File: src/rtl/cfa_pkg.sv
// Shared definitions for the CFA gradient control path: FSM encoding,
// window border radius and the default counter width.
package cfa_pkg;

  typedef enum logic [1:0] {
    IDLE  = 2'd0,
    RUN   = 2'd1,
    DRAIN = 2'd2
  } state_e;

  localparam int unsigned WIN_R         = 2;
  localparam int unsigned CNT_W_DEFAULT = 12;

endpackage

File: src/rtl/gradients_tag_pipe.sv
// GRAD_LAT-deep shift register of {valid, row, col} tags that tracks the
// gradient datapath; advances only when en is high, async active-low clear.
module gradients_tag_pipe #(
  parameter int unsigned DEPTH = 2,
  parameter int unsigned CNT_W = 12
) (
  input  logic             clk,
  input  logic             rst_n,
  input  logic             en,
  input  logic             in_valid,
  input  logic [CNT_W-1:0] in_row,
  input  logic [CNT_W-1:0] in_col,
  output logic             out_valid,
  output logic [CNT_W-1:0] out_row,
  output logic [CNT_W-1:0] out_col,
  output logic             any_valid
);

  logic [DEPTH-1:0] valid_q, valid_d;
  logic [CNT_W-1:0] row_q [DEPTH];
  logic [CNT_W-1:0] row_d [DEPTH];
  logic [CNT_W-1:0] col_q [DEPTH];
  logic [CNT_W-1:0] col_d [DEPTH];

  always_comb begin
    valid_d = valid_q;
    row_d   = row_q;
    col_d   = col_q;
    if (en) begin
      valid_d[0] = in_valid;
      row_d[0]   = in_row;
      col_d[0]   = in_col;
      for (int unsigned i = 1; i < DEPTH; i++) begin
        valid_d[i] = valid_q[i-1];
        row_d[i]   = row_q[i-1];
        col_d[i]   = col_q[i-1];
      end
    end
  end

  always_ff @(posedge clk or negedge rst_n) begin
    if (!rst_n) begin
      valid_q <= '0;
      for (int unsigned i = 0; i < DEPTH; i++) begin
        row_q[i] <= '0;
        col_q[i] <= '0;
      end
    end else begin
      valid_q <= valid_d;
      row_q   <= row_d;
      col_q   <= col_d;
    end
  end

  assign out_valid = valid_q[DEPTH-1];
  assign out_row   = row_q[DEPTH-1];
  assign out_col   = col_q[DEPTH-1];
  assign any_valid = |valid_q;

endmodule

File: src/rtl/gradients_ctrl.sv
// Raster-scan sequencer for the CFA gradient datapath with result tagging.
// Define GRAD_STALL_CNT_EN to add the per-frame stall_cnt output.
module gradients_ctrl
  import cfa_pkg::*;
#(
  parameter int unsigned IMG_W    = 64,
  parameter int unsigned IMG_H    = 48,
  parameter int unsigned GRAD_LAT = 2,
  parameter int unsigned CNT_W    = CNT_W_DEFAULT
) (
  input  logic             clk,
  input  logic             rst,
  input  logic             start,
  input  logic             in_valid,
  output logic             in_ready,
  input  logic             out_ready,
  output logic [CNT_W-1:0] lb_addr,
  output logic             win_shift,
  output logic             grad_en,
  output logic             out_valid,
  output logic [CNT_W-1:0] out_row,
  output logic [CNT_W-1:0] out_col,
  output logic             busy,
  output logic             done
`ifdef GRAD_STALL_CNT_EN
  ,
  output logic [15:0]      stall_cnt
`endif
);

  localparam logic [CNT_W-1:0] LAST_COL = CNT_W'(IMG_W - 1);
  localparam logic [CNT_W-1:0] LAST_ROW = CNT_W'(IMG_H - 1);
  localparam logic [CNT_W-1:0] EDGE     = CNT_W'(2 * WIN_R);
  localparam logic [CNT_W-1:0] BORDER   = CNT_W'(WIN_R);

  state_e           state_q, state_d;
  logic [CNT_W-1:0] row_q, row_d;
  logic [CNT_W-1:0] col_q, col_d;
  logic             adv;
  logic             accept;
  logic             tag_valid;
  logic             pipe_any;

  always_comb begin
    state_d  = state_q;
    row_d    = row_q;
    col_d    = col_q;
    in_ready = 1'b0;
    done     = 1'b0;
    adv      = !out_valid || out_ready;
    case (state_q)
      IDLE: begin
        if (start) begin
          row_d   = '0;
          col_d   = '0;
          state_d = RUN;
        end
      end
      RUN: begin
        in_ready = adv;
        if (in_valid && adv) begin
          if (col_q == LAST_COL) begin
            col_d = '0;
            row_d = row_q + 1'b1;
            if (row_q == LAST_ROW) state_d = DRAIN;
          end else begin
            col_d = col_q + 1'b1;
          end
        end
      end
      DRAIN: begin
        // pipe_any covers the output stage, so this also implies out_valid=0
        if (!pipe_any) begin
          done    = 1'b1;
          state_d = IDLE;
        end
      end
      default: state_d = IDLE;
    endcase
    accept    = in_valid && in_ready;
    tag_valid = accept && (row_q >= EDGE) && (col_q >= EDGE);
  end

  always_ff @(posedge clk or negedge rst) begin
    if (!rst) begin
      state_q <= IDLE;
      row_q   <= '0;
      col_q   <= '0;
    end else begin
      state_q <= state_d;
      row_q   <= row_d;
      col_q   <= col_d;
    end
  end

  gradients_tag_pipe #(
    .DEPTH (GRAD_LAT),
    .CNT_W (CNT_W)
  ) u_tag_pipe (
    .clk       (clk),
    .rst_n     (rst),
    .en        (adv),
    .in_valid  (tag_valid),
    .in_row    (row_q - BORDER),
    .in_col    (col_q - BORDER),
    .out_valid (out_valid),
    .out_row   (out_row),
    .out_col   (out_col),
    .any_valid (pipe_any)
  );

  assign grad_en   = adv;
  assign win_shift = accept;
  assign lb_addr   = col_q;
  assign busy      = (state_q != IDLE);

`ifdef GRAD_STALL_CNT_EN
  logic [15:0] stall_q, stall_d;

  always_comb begin
    stall_d = stall_q;
    if (state_q == IDLE && start) begin
      stall_d = '0;
    end else if (out_valid && !out_ready && stall_q != '1) begin
      stall_d = stall_q + 1'b1;
    end
  end

  always_ff @(posedge clk or negedge rst) begin
    if (!rst) stall_q <= '0;
    else      stall_q <= stall_d;
  end

  assign stall_cnt = stall_q;
`endif

endmodule

File: config.mk
export PLATFORM = sky130hd
export DESIGN_NAME = gradients_ctrl
export DESIGN_NICKNAME = d
export VERILOG_FILES = /design/src/rtl/cfa_pkg.sv /design/src/rtl/gradients_tag_pipe.sv /design/src/rtl/gradients_ctrl.sv
export SDC_FILE = /design/constraint.sdc
export NUM_CORES = 1
export LEC_CHECK = 0
export ABC_AREA = 1
export BUFFER_PORTS_ARGS = -buffer_cell sky130_fd_sc_hd__buf_2
export CORE_UTILIZATION = 58
export CTS_CLUSTER_DIAMETER = 40
export DETAILED_ROUTE_END_ITERATION = 8
export PLACE_DENSITY = 0.79
export SLEW_MARGIN = 15
export SYNTH_ARGS = -nofsm -noshare
export SYNTH_HDL_FRONTEND = slang
export SYNTH_SLANG_ARGS = --single-unit
File: constraint.sdc
create_clock -name clk -period 2.27 [get_ports clk]
set_input_delay 0.681 -clock clk [delete_from_list [all_inputs] [get_ports clk]]
set_output_delay 0.681 -clock clk [all_outputs]
set_load 0.05 [all_outputs]
# Yosys cells after proc, flatten, opt, wreduce, memory -nomap -nowiden
# Cells that the tools add are included.
[word_totals]
register_bits = 76
out_inout_bits = 42
[op_classes]
n_addsub = 4
n_lt_le_gt_ge = 2
eq_ne = 9
mux = 16
n_reduce_logical = 13
[op_table]
columns = ["operator", "n"]
rows = [
  ["two-way mux 12 bit", 5],
  ["case mux 12 bit (2 select lines)", 2],
  ["adder 12 x 1 -> 12 bit, second input constant", 2],
  ["== test 12 x 6 -> 1 bit, second input constant", 2],
  ["greater-or-equal comparator 12 x 3 -> 1 bit, second input constant", 2],
  ["subtractor 12 x 2 -> 12 bit, second input constant", 2],
  ["two-way mux 2 bit", 5],
  ["!= test 2 bit, second input constant", 5],
  ["case mux 2 bit (3 select lines)", 1],
  ["AND reduction 5 bit", 1],
  ["logical AND 1 bit", 4],
  ["AND reduction 4 bit", 1],
  ["nonzero test 2 bit", 2],
  ["two-way mux 1 bit", 3],
  ["AND reduction 3 bit", 1],
  ["== test 2 x 1 -> 1 bit, second input constant", 1],
  ["== test 2 bit, second input constant", 1],
  ["zero test 2 bit", 1],
  ["OR reduction 2 bit", 1],
  ["zero test 1 bit", 1],
  ["logical OR 1 bit", 1],
]

# Depth between registers and ports, before layout
# Gate-level depths: netlist of the first run.
[logic_depth]
ltp_word = 6
mapped_depth = 11

# Hierarchy
# A second synthesis of the first run with hierarchy kept.
[unflattened]
hier_cells = 553
area_unflattened_um2 = 4315.4
[modules_own_cells]
columns = ["mod", "n_inst", "cells_per_inst", "area_each_um2", "seq_area_each_um2"]
rows = [
  ["gradients_tag_pipe", 1, 237, 2184.6, 1251.2],
  ["gradients_ctrl", 1, 316, 2130.8, 650.6],
]

# Worst setup path after synthesis of the first run
# Ideal clock, no wire load.
[synth_path]
path_type = "in2out"
startpoint = "input out_ready"
endpoint = "output in_ready"
t_arrival_ps = 1787
t_required_ps = 1589
setup_slack_ps = -198
path_stages = 5
path_cell_list = "inv_1 > nand2_1 > inv_2 > clkbuf_1 > nor2_1"
[synth_between]
elab_chain_len = 2
[synth_rtl]
columns = ["item", "line_no", "text"]
rows = [
  ["start: declaration", "gradients_ctrl.sv:16", "input logic out_ready,"],
  ["logical OR 1 bit", "gradients_ctrl.sv:50", "adv = !out_valid || out_ready;"],
  ["two-way mux 1 bit", "gradients_ctrl.sv:51", "case (state_q)"],
  ["end: declaration", "gradients_ctrl.sv:15", "output logic in_ready,"],
]
# No other way between the ends.

# Worst setup path in the final report of the first run
[layout_path]
startpoint = "input out_ready"
endpoint = "output win_shift"
[layout_between]
elab_chain_len = 3
[layout_rtl]
columns = ["item", "line_no", "text"]
rows = [
  ["logical OR 1 bit", "gradients_ctrl.sv:50", ""],
  ["two-way mux 1 bit", "gradients_ctrl.sv:51", ""],
  ["logical AND 1 bit", "gradients_ctrl.sv:80", "accept = in_valid && in_ready;"],
  ["end: declaration", "gradients_ctrl.sv:18", "output logic win_shift,"],
]
# No other way between the ends.

==> results of run 1 <==
[power by group through the flow]
stage	logic, mW	registers, mW	clock network [mW]
final	2.89	2.11	1.24
after global routing	3.18	2.18	1.32
after floorplan	2.54	2.17	0
after global placement	2.82	2.11	0
after CTS	2.90	2.11	1.25
after detailed placement	2.88	2.14	0
[per-layer routing]
metal / up-vias / part of all wire [%]
met5: - / 0
met4: 0 / 2.2
met3: 14 / 5.4
met2: 149 / 43
met1: 1621 / 49
li1: 1754 / -
[kinds of logic after synthesis]
logic type      Yosys count  synth area share [%]
fa+ha+maj                 8                  2.36
compound gates           72                  9.57
xor+xnor                  5                  1.03
buf+inv                 106                  13.4
flops                    76                  44.9
simple gates            284                  28.7
[cells in the final DEF (no fill, tap or decap), types with 8 or more instances in the layout]
master    count
dfrtp_1      76
o21ai_0      45
buf_4        10
nand3_1      42
nand2_1     162
clkbuf_8      9
buf_2        45
nor2_1       54
inv_1        58
a21oi_1       8
o21ai_2       9
ha_1          8
[registers in the layout, indices dropped and copies added, names as in the netlist]
name / count
lb_addr: 12
row_q: 12
state_q: 2
u_tag_pipe.col_q: 12
u_tag_pipe.out_col: 12
u_tag_pipe.out_row: 12
u_tag_pipe.row_q: 12
u_tag_pipe.valid_q: 2
[worst max-delay path by stage]
| stage | from | to | slack [ns] | cells after the start |
|---|---|---|---|---|
| after global routing | out_ready | grad_en | 0.008 | 5 |
| after floorplan | out_ready | in_ready | 0.02 | 5 |
| final | out_ready | win_shift | 0.04 | 6 |
| after CTS | out_ready | grad_en | 0.05 | 5 |
| after global placement | out_ready | grad_en | 0.09 | 5 |
| after detailed placement | out_ready | grad_en | 0.08 | 5 |
[layout make-up]
type	count	area, um^2	area share, %
Timing Repair Buffer	56	320	6.99
Clock inverter	6	113	2.46
Tap cell	96	120	2.62
Multi-Input combinational cell	369	1770	38.7
Sequential cell	76	1900	41.5
Clock buffer	10	128	2.78
Inverter	61	229	4.99
[worst max-delay path: stages]
cell	delay (ns)
buf_2	0.09
inv_1	0.04
nand2_1	0.15
nand2_1	0.10
nor2_1	0.18
buf_2	0.30
[stage by stage]
step           cell area, um^2  std cells  setup WS (ns)  hold slack (ns)  power [mW]
3_3_place_gp              4340        658         0.0929            0.449        4.94
5_1_grt                   4580        674        0.00803            0.228        6.68
3_5_place_dp              4340        658         0.0795            0.453        5.01
2_1_floorplan             4240        551         0.0156            0.385        4.71
6_report                  4580        674         0.0422            0.213        6.25
4_1_cts                   4580        674         0.0504            0.220        6.26
==> results.cfg, run 1 <==
[clocking]
cts.repair.resized = 0
htree_num_levels = 3
cts_tree = yes
root_buffer = clkbuf_8
cts_hold_buf = 0
clockBufferDepth = 2
clkSinkCount = 76
cts_setup_buffers = 0
clk_pin_slew_ns = 0.08
cts_made_buffers = 9
insertion_delay_ns = 0.35

[setup_path]
end_kind = output port
crit_path_start_kind = primary input
path_class = in -> out
critPathArrivalTime_ns = 1.55
cp_max_fo = 4
r2r_end = row_q[1]
r2r_cells = 8
cp.required_ns = 1.59
rrSetupSlack_ns = 0.48
regToRegStartpoint = lb_addr[1]

[finish]
fillers = 600
layout-drive-gt1-share_pct = 17.0
antennaDiodeCount = 0
syn2layout_area_growth_pct = 8.27
postLayoutCoreUtil_pct = 66.4
final_net_count = 586

[yosys]
async_reset_ff_share_pct = 100
synth_nets = 564
synth_edf_count = 0
synth.yosys.seq_area_share_pct = 44.9
yosys.area.top_type = dfrtp_1
synth_ff_type = dfrtp_1
synthTopCellsByCount = 162 x nand2_1, 76 x dfrtp_1, 58 x inv_1
yosys_register_bits = 76
synth.distinct_cells = 30
synthTopCellsByArea = dfrtp_1 45%, nand2_1 14%, o21ai_0 5.3%
yosys.area.top_type_share_pct = 44.9
yosysMostFrequentCell = nand2_1
synthCells = 551
syn_avg_cell_area_um2 = 7.68
netlist_area_um2 = 4230
yosys_warnings = 0

[floorplanning]
num_io_pins = 47
die_height_um = 87.4
std_cell_rows = 30
fp.dieW_um = 87.4
initial_core_util_pct = 61.3
die_area_um2 = 7650
design.core.area_um2 = 6910

[global_routing]
grt-ovfl-total = 0
busiest_layer = met1
grt.met2_usage_pct = 34.6
grt_antenna_before_repair = 0
track_usage_pct = 24.2
grt_max_degree = 53
globalRouteMet3Util_pct = 3.13
first_global_vias = 3109
grt_pass1_wl_um = 14300
grt.met1_usage_pct = 36.6

[sta]
slew_violations = 0
maxSlewHeadroom_pct = 70.0
max_freq_mhz = 449
finalHoldViolCount = 0
worstMarginPinSlew_ns = 0.451
setup_tns_ns = 0
fin_skew_ns = 0.00686
period_share_pct = 98.1
rsz0062_at_grt = false
finalSetupViolCount = 0
period_minus_slack_ns = 2.23

[power]
intPower_mw = 3.32
p_clk_share_pct = 19.9
netSwitchingFraction_pct = 46.8
power.density_nw_per_um2 = 1360
leakage_nw = 2.42
peakVddDrop_mv = 0.594
p_switching_mw = 2.92
seqPwrFrac_pct = 33.8
comb_power_share_pct = 46.3

[placed_design]
gp_congestion = 0.917
dp_hpwl_um = 6070
io_buffers = 46

[drt]
postRouteAntennaNets = 0
routed_wl_um = 8610
drc = 0
vias = 3538
viasPerCell = 5.25
initialDrtViolationCount = 236
wl_per_cell_um = 12.8
drtPass1Iterations = 6

[flow_run]
cap_violations = 0

[status]
status = finished clean

[worst_hold_path]
hp-class = in -> async
No activity file was read; power rests on OpenSTA's default activity.
==> run 2: changes to the inputs <==
--- a/config.mk
+++ b/config.mk
@@ -11,6 +11,8 @@
 export CTS_CLUSTER_DIAMETER = 40
 export DETAILED_ROUTE_END_ITERATION = 8
 export PLACE_DENSITY = 0.79
+export RECOVER_POWER = 50
+export REMOVE_ABC_BUFFERS = 1
 export SLEW_MARGIN = 15
 export SYNTH_ARGS = -nofsm -noshare
 export SYNTH_HDL_FRONTEND = slang
==> constraint.sdc (replaced) <==
create_clock -name clk -period 2.27 [get_ports clk]
set_input_delay 0.681 -clock clk [delete_from_list [all_inputs] [get_ports clk]]
set_output_delay 0.681 -clock clk [all_outputs]
set_load 0.1 [all_outputs]
==> run 2 against run 1 <==
  * Clock-buffer cell count unchanged
  * Critical path depth fell by 2
  * Design area is essentially flat
  * Critical path type is now reg -> out
  * Die area unchanged
==> results.cfg, run 2 (same netlist as run 1, synthesis figures left out) <==
[clocking]
htree_num_levels = 3
clockBufferDepth = 2
clkSinkCount = 76
cts_tree = yes
root_buffer = clkbuf_8
cts_made_buffers = 9
cts_setup_buffers = 0
cts.repair.resized = 0
clk_pin_slew_ns = 0.08
cts_hold_buf = 0
insertion_delay_ns = 0.35

[finish]
regArea_um2 = 1900
layout-drive-gt1-share_pct = 15.5
antennaDiodeCount = 0
fillers = 612
final_common_cell = nand2_1
final_net_count = 582
layout_common_cells = 162 x nand2_1, 76 x dfrtp_1, 58 x inv_1
multiInputGateArea_um2 = 1770
syn2layout_area_growth_pct = 8.22

[placed_design]
io_buffers = 46
dp_hpwl_um = 5790
gp_congestion = 0.893

[setup_path]
rrSetupSlack_ns = 0.44
path_class = reg -> out
r2r_cells = 7
critPathArrivalTime_ns = 1.48
cp.required_ns = 1.59
cp_max_fo = 3
cp-startpoint = state_q[0]
crit_path_start_kind = flop
regToRegStartpoint = u_tag_pipe.valid_q[1]
end_kind = output port
r2r_end = row_q[4]

[sta]
period_minus_slack_ns = 2.16
maxSlewHeadroom_pct = 13.8
rsz0062_at_grt = false
whs_ns = 0.468
max_freq_mhz = 462
finalSetupViolCount = 0
fin_skew_ns = 0.0113
period_share_pct = 95.3
finalHoldViolCount = 0
worstMarginPinSlew_ns = 1.29
slew_violations = 0

[drt]
drtPass1Iterations = 5
routed_wl_um = 8410
postRouteAntennaNets = 0
initialDrtViolationCount = 227
vias = 3432
viasPerCell = 5.12
wl_per_cell_um = 12.6
drc = 0

[global_routing]
grt_pass1_wl_um = 14200
grt-ovfl-total = 0
grt_max_degree = 55
track_usage_pct = 24.1
first_global_vias = 3178
grt_antenna_before_repair = 0

[floorplanning]
std_cell_rows = 30
design.core.area_um2 = 6910
die_area_um2 = 7650
fp.dieW_um = 87.4
num_io_pins = 47
initial_core_util_pct = 61.3
die_height_um = 87.4

[worst_hold_path]
holdPathEnd = u_tag_pipe.out_row[8]
hp-class = reg -> reg
hp-start = u_tag_pipe.out_row[8]
min_path_cells = 2

[flow_run]
cap_violations = 0

[status]
status = finished clean
==> run 2: through the flow <==
stage          setup TNS, ns  std cells  cell area (um^2)  setup WS [ns]  util (%)
5_1_grt                    0        670              4580         0.0169      66.3
6_report                   0        670              4580          0.107      66.3
3_5_place_dp               0        654              4350         0.0885      63.0
2_1_floorplan         -88.38        506              3900          -2.82         -
4_1_cts                    0        670              4590         0.0870      66.5
3_3_place_gp               0        654              4350          0.161      63.0
==> run 2: layout make-up <==
| type | count | share of cell area, % |
|---|---|---|
| clock buffers | 10 | 2.79 |
| clock inverters | 6 | 2.46 |
| inverters | 61 | 5.00 |
| multi-input cells | 369 | 38.5 |
| flip-flops and latches | 76 | 41.5 |
| well taps | 96 | 2.62 |
| repair buffers | 52 | 7.10 |
==> run 2: worst max path at each step <==
stage / endpoint / slack [ns]
6_report: done / 0.11
5_1_grt: done / 0.02
4_1_cts: done / 0.09
3_5_place_dp: row_q[7] / 0.09
3_3_place_gp: row_q[7] / 0.16
2_1_floorplan: in_ready / -2.82
==> run 2: worst max-delay path, stage by stage (launching register included) <==
cell and delay [ns]:
dfrtp_1 0.42, inv_2 0.09, nand2_1 0.07, nor3_1 0.12, buf_2 0.45
==> run 2: layer usage <==
layer,up-vias,GRT usage [%],share of wire [%]
met4,0,8.64,1.2
met2,93,37.2,45
met1,1584,34.1,49
li1,1746,-,-
met3,9,4.55,4.6
met5,-,0,0
Power of run 2 is left out: the tool's default activity adds up to more than one toggle a clock period on the data nets, which glitch-free logic cannot reach.
==> run 3: changes to the inputs <==
--- a/config.mk
+++ b/config.mk
@@ -13,6 +13,7 @@
 export PLACE_DENSITY = 0.79
 export RECOVER_POWER = 50
 export REMOVE_ABC_BUFFERS = 1
+export SETUP_SLACK_MARGIN = 0.3
 export SLEW_MARGIN = 15
 export SYNTH_ARGS = -nofsm -noshare
 export SYNTH_HDL_FRONTEND = slang
==> run 3 against run 2 <==
  * Routed wire length rose by 1.0%
  * Core utilization up 1.4 points
  * Maximum frequency increased by 4.9%
  * Largest cell class unchanged
  * Highest routed layer unchanged
==> results.cfg, run 3 (same netlist as run 1, synthesis figures left out) <==
[power]
comb_power_share_pct = 54.3
power.density_nw_per_um2 = 1570
seqPwrFrac_pct = 28.9
p_clk_share_pct = 16.8
peakVddDrop_mv = 1.02
intPower_mw = 3.40
p_switching_mw = 3.97
netSwitchingFraction_pct = 53.9
power_mw = 7.37
leakage_nw = 2.42

[clocking]
cts_tree = yes
clockBufferDepth = 2
root_buffer = clkbuf_8
cts_made_buffers = 9
clk_pin_slew_ns = 0.08
insertion_delay_ns = 0.35
clkSinkCount = 76
htree_num_levels = 3

[drt]
met2_length_um = 3920
highest_layer = met4
wl_per_cell_um = 12.7
routed_wl_um = 8500
initialDrtViolationCount = 225
postRouteAntennaNets = 0
m1WireLength_um = 4020
wl_met3_um = 452
vias = 3475
drtPass1Iterations = 5
drc = 0
viasPerCell = 5.17

[global_routing]
grt-ovfl-total = 0
first_global_vias = 3225
grt_antenna_before_repair = 0
grt_max_degree = 55
track_usage_pct = 24.5
grt_pass1_wl_um = 14400

[sta]
maxSlewHeadroom_pct = 13.7
setup_tns_ns = 0
slew_violations = 0
period_share_pct = 90.8
finalSetupViolCount = 0
fin_skew_ns = 0.00949
finalHoldViolCount = 0
max_freq_mhz = 485
period_minus_slack_ns = 2.06
rsz0062_at_grt = true
setup_ws_ns = 0.208
worstMarginPinSlew_ns = 1.30

[worst_hold_path]
hp-class = reg -> reg

[status]
status = finished clean

[floorplanning]
num_io_pins = 47
fp.dieW_um = 87.4
std_cell_rows = 30
die_area_um2 = 7650
initial_core_util_pct = 61.3
design.core.area_um2 = 6910
die_height_um = 87.4

[setup_path]
end_kind = output port
critPathArrivalTime_ns = 1.38
cp.required_ns = 1.59
cp_max_fo = 4
crit_path_start_kind = flop
path_class = reg -> out

[finish]
layout-drive-gt1-share_pct = 17.5
final_net_count = 584
final_common_cell = nand2_1
final_cells = 672
syn2layout_area_growth_pct = 10.5
antennaDiodeCount = 0
layout_common_cells = 161 x nand2_1, 72 x dfrtp_1, 57 x inv_1

[flow_run]
cap_violations = 0

[placed_design]
io_buffers = 46
dp_cells = 654
gp_congestion = 0.893
dp_hpwl_um = 5790
dpl_worst_slack_ns = 0.0885
==> run 3: cell types whose count changed in the layout (fill, tap and decap cells not counted), moves of 2 or more <==
| cell | previous run | this run |
|---|---|---|
| dfrtp_2 | 0 | 4 |
| inv_2 | 2 | 4 |
| nor2_1 | 55 | 53 |
| buf_2 | 42 | 30 |
| clkbuf_4 | 0 | 4 |
| dfrtp_1 | 76 | 72 |
| buf_4 | 3 | 11 |
| nor2_4 | 2 | 4 |
==> run 3: worst max-delay path, stage by stage (launching register included) <==
cell and delay, ns:
dfrtp_2 0.43, nand2_1 0.18, nand2_2 0.11, nor2_4 0.13, buf_12 0.18
==> run 3: path summary, 6_finish.rpt <==
check | slack [ns] | cells past startpoint | end | startpoint
worst max-delay path | 0.21 | 4 | win_shift | u_tag_pipe.valid_q[1]
min in group asynchronous | 0.59 | 1 | u_tag_pipe.col_q[12] | rst
worst max register to register | 0.37 | 4 | u_tag_pipe.row_q[17] | u_tag_pipe.valid_q[1]
worst min-delay path | 0.47 | 2 | u_tag_pipe.out_row[8] | u_tag_pipe.out_row[8]
max in group asynchronous | 0.78 | 2 | row_q[11] | rst
worst min register to register | 0.47 | 2 | u_tag_pipe.out_row[8] | u_tag_pipe.out_row[8]
==> run 3: per-layer routing <==
| metal | GRT usage, % | vias to the layer above |
|---|---|---|
| li1 | - | 1751 |
| met1 | 34.2 | 1606 |
| met2 | 38.3 | 109 |
| met3 | 4.55 | 9 |
| met4 | 8.64 | 0 |
| met5 | 0 | - |
==> run 3: layout make-up <==
cell class	instances	area, um^2
fill	597	2230
tap	96	120
multi-input combinational	369	1800
clock inverter	6	113
clock buffer	10	128
inverter	61	229
sequential	76	1910
timing repair buffer	54	387
==> run 3: timing repair <==
item / CTS / global route
resized for setup: 21 / 10
setup buffers: 2 / 0
pin swaps: 5 / 1
hold buffers: 0 / 0
endpoints found under the setup margin: 11 / 30
==> run 3: per-stage QoR <==
step	hold slack, ns	utilization (%)	area (um^2)
floorplan	0.385	-	3900
finish	0.468	67.8	4680
global route	0.497	67.8	4680
detailed placement	0.454	63.0	4350
CTS	0.216	67.6	4670
global placement	0.448	63.0	4350
==> run 3: power groups by stage <==
stage	Clock, mW	Combinational, mW	Sequential, mW
after floorplan	0	1.43	3.86
after global placement	0	3.84	2.12
after detailed placement	0	3.91	2.15
after CTS	1.26	4.00	2.12
after global routing	1.31	4.31	2.19
final	1.24	4.00	2.13
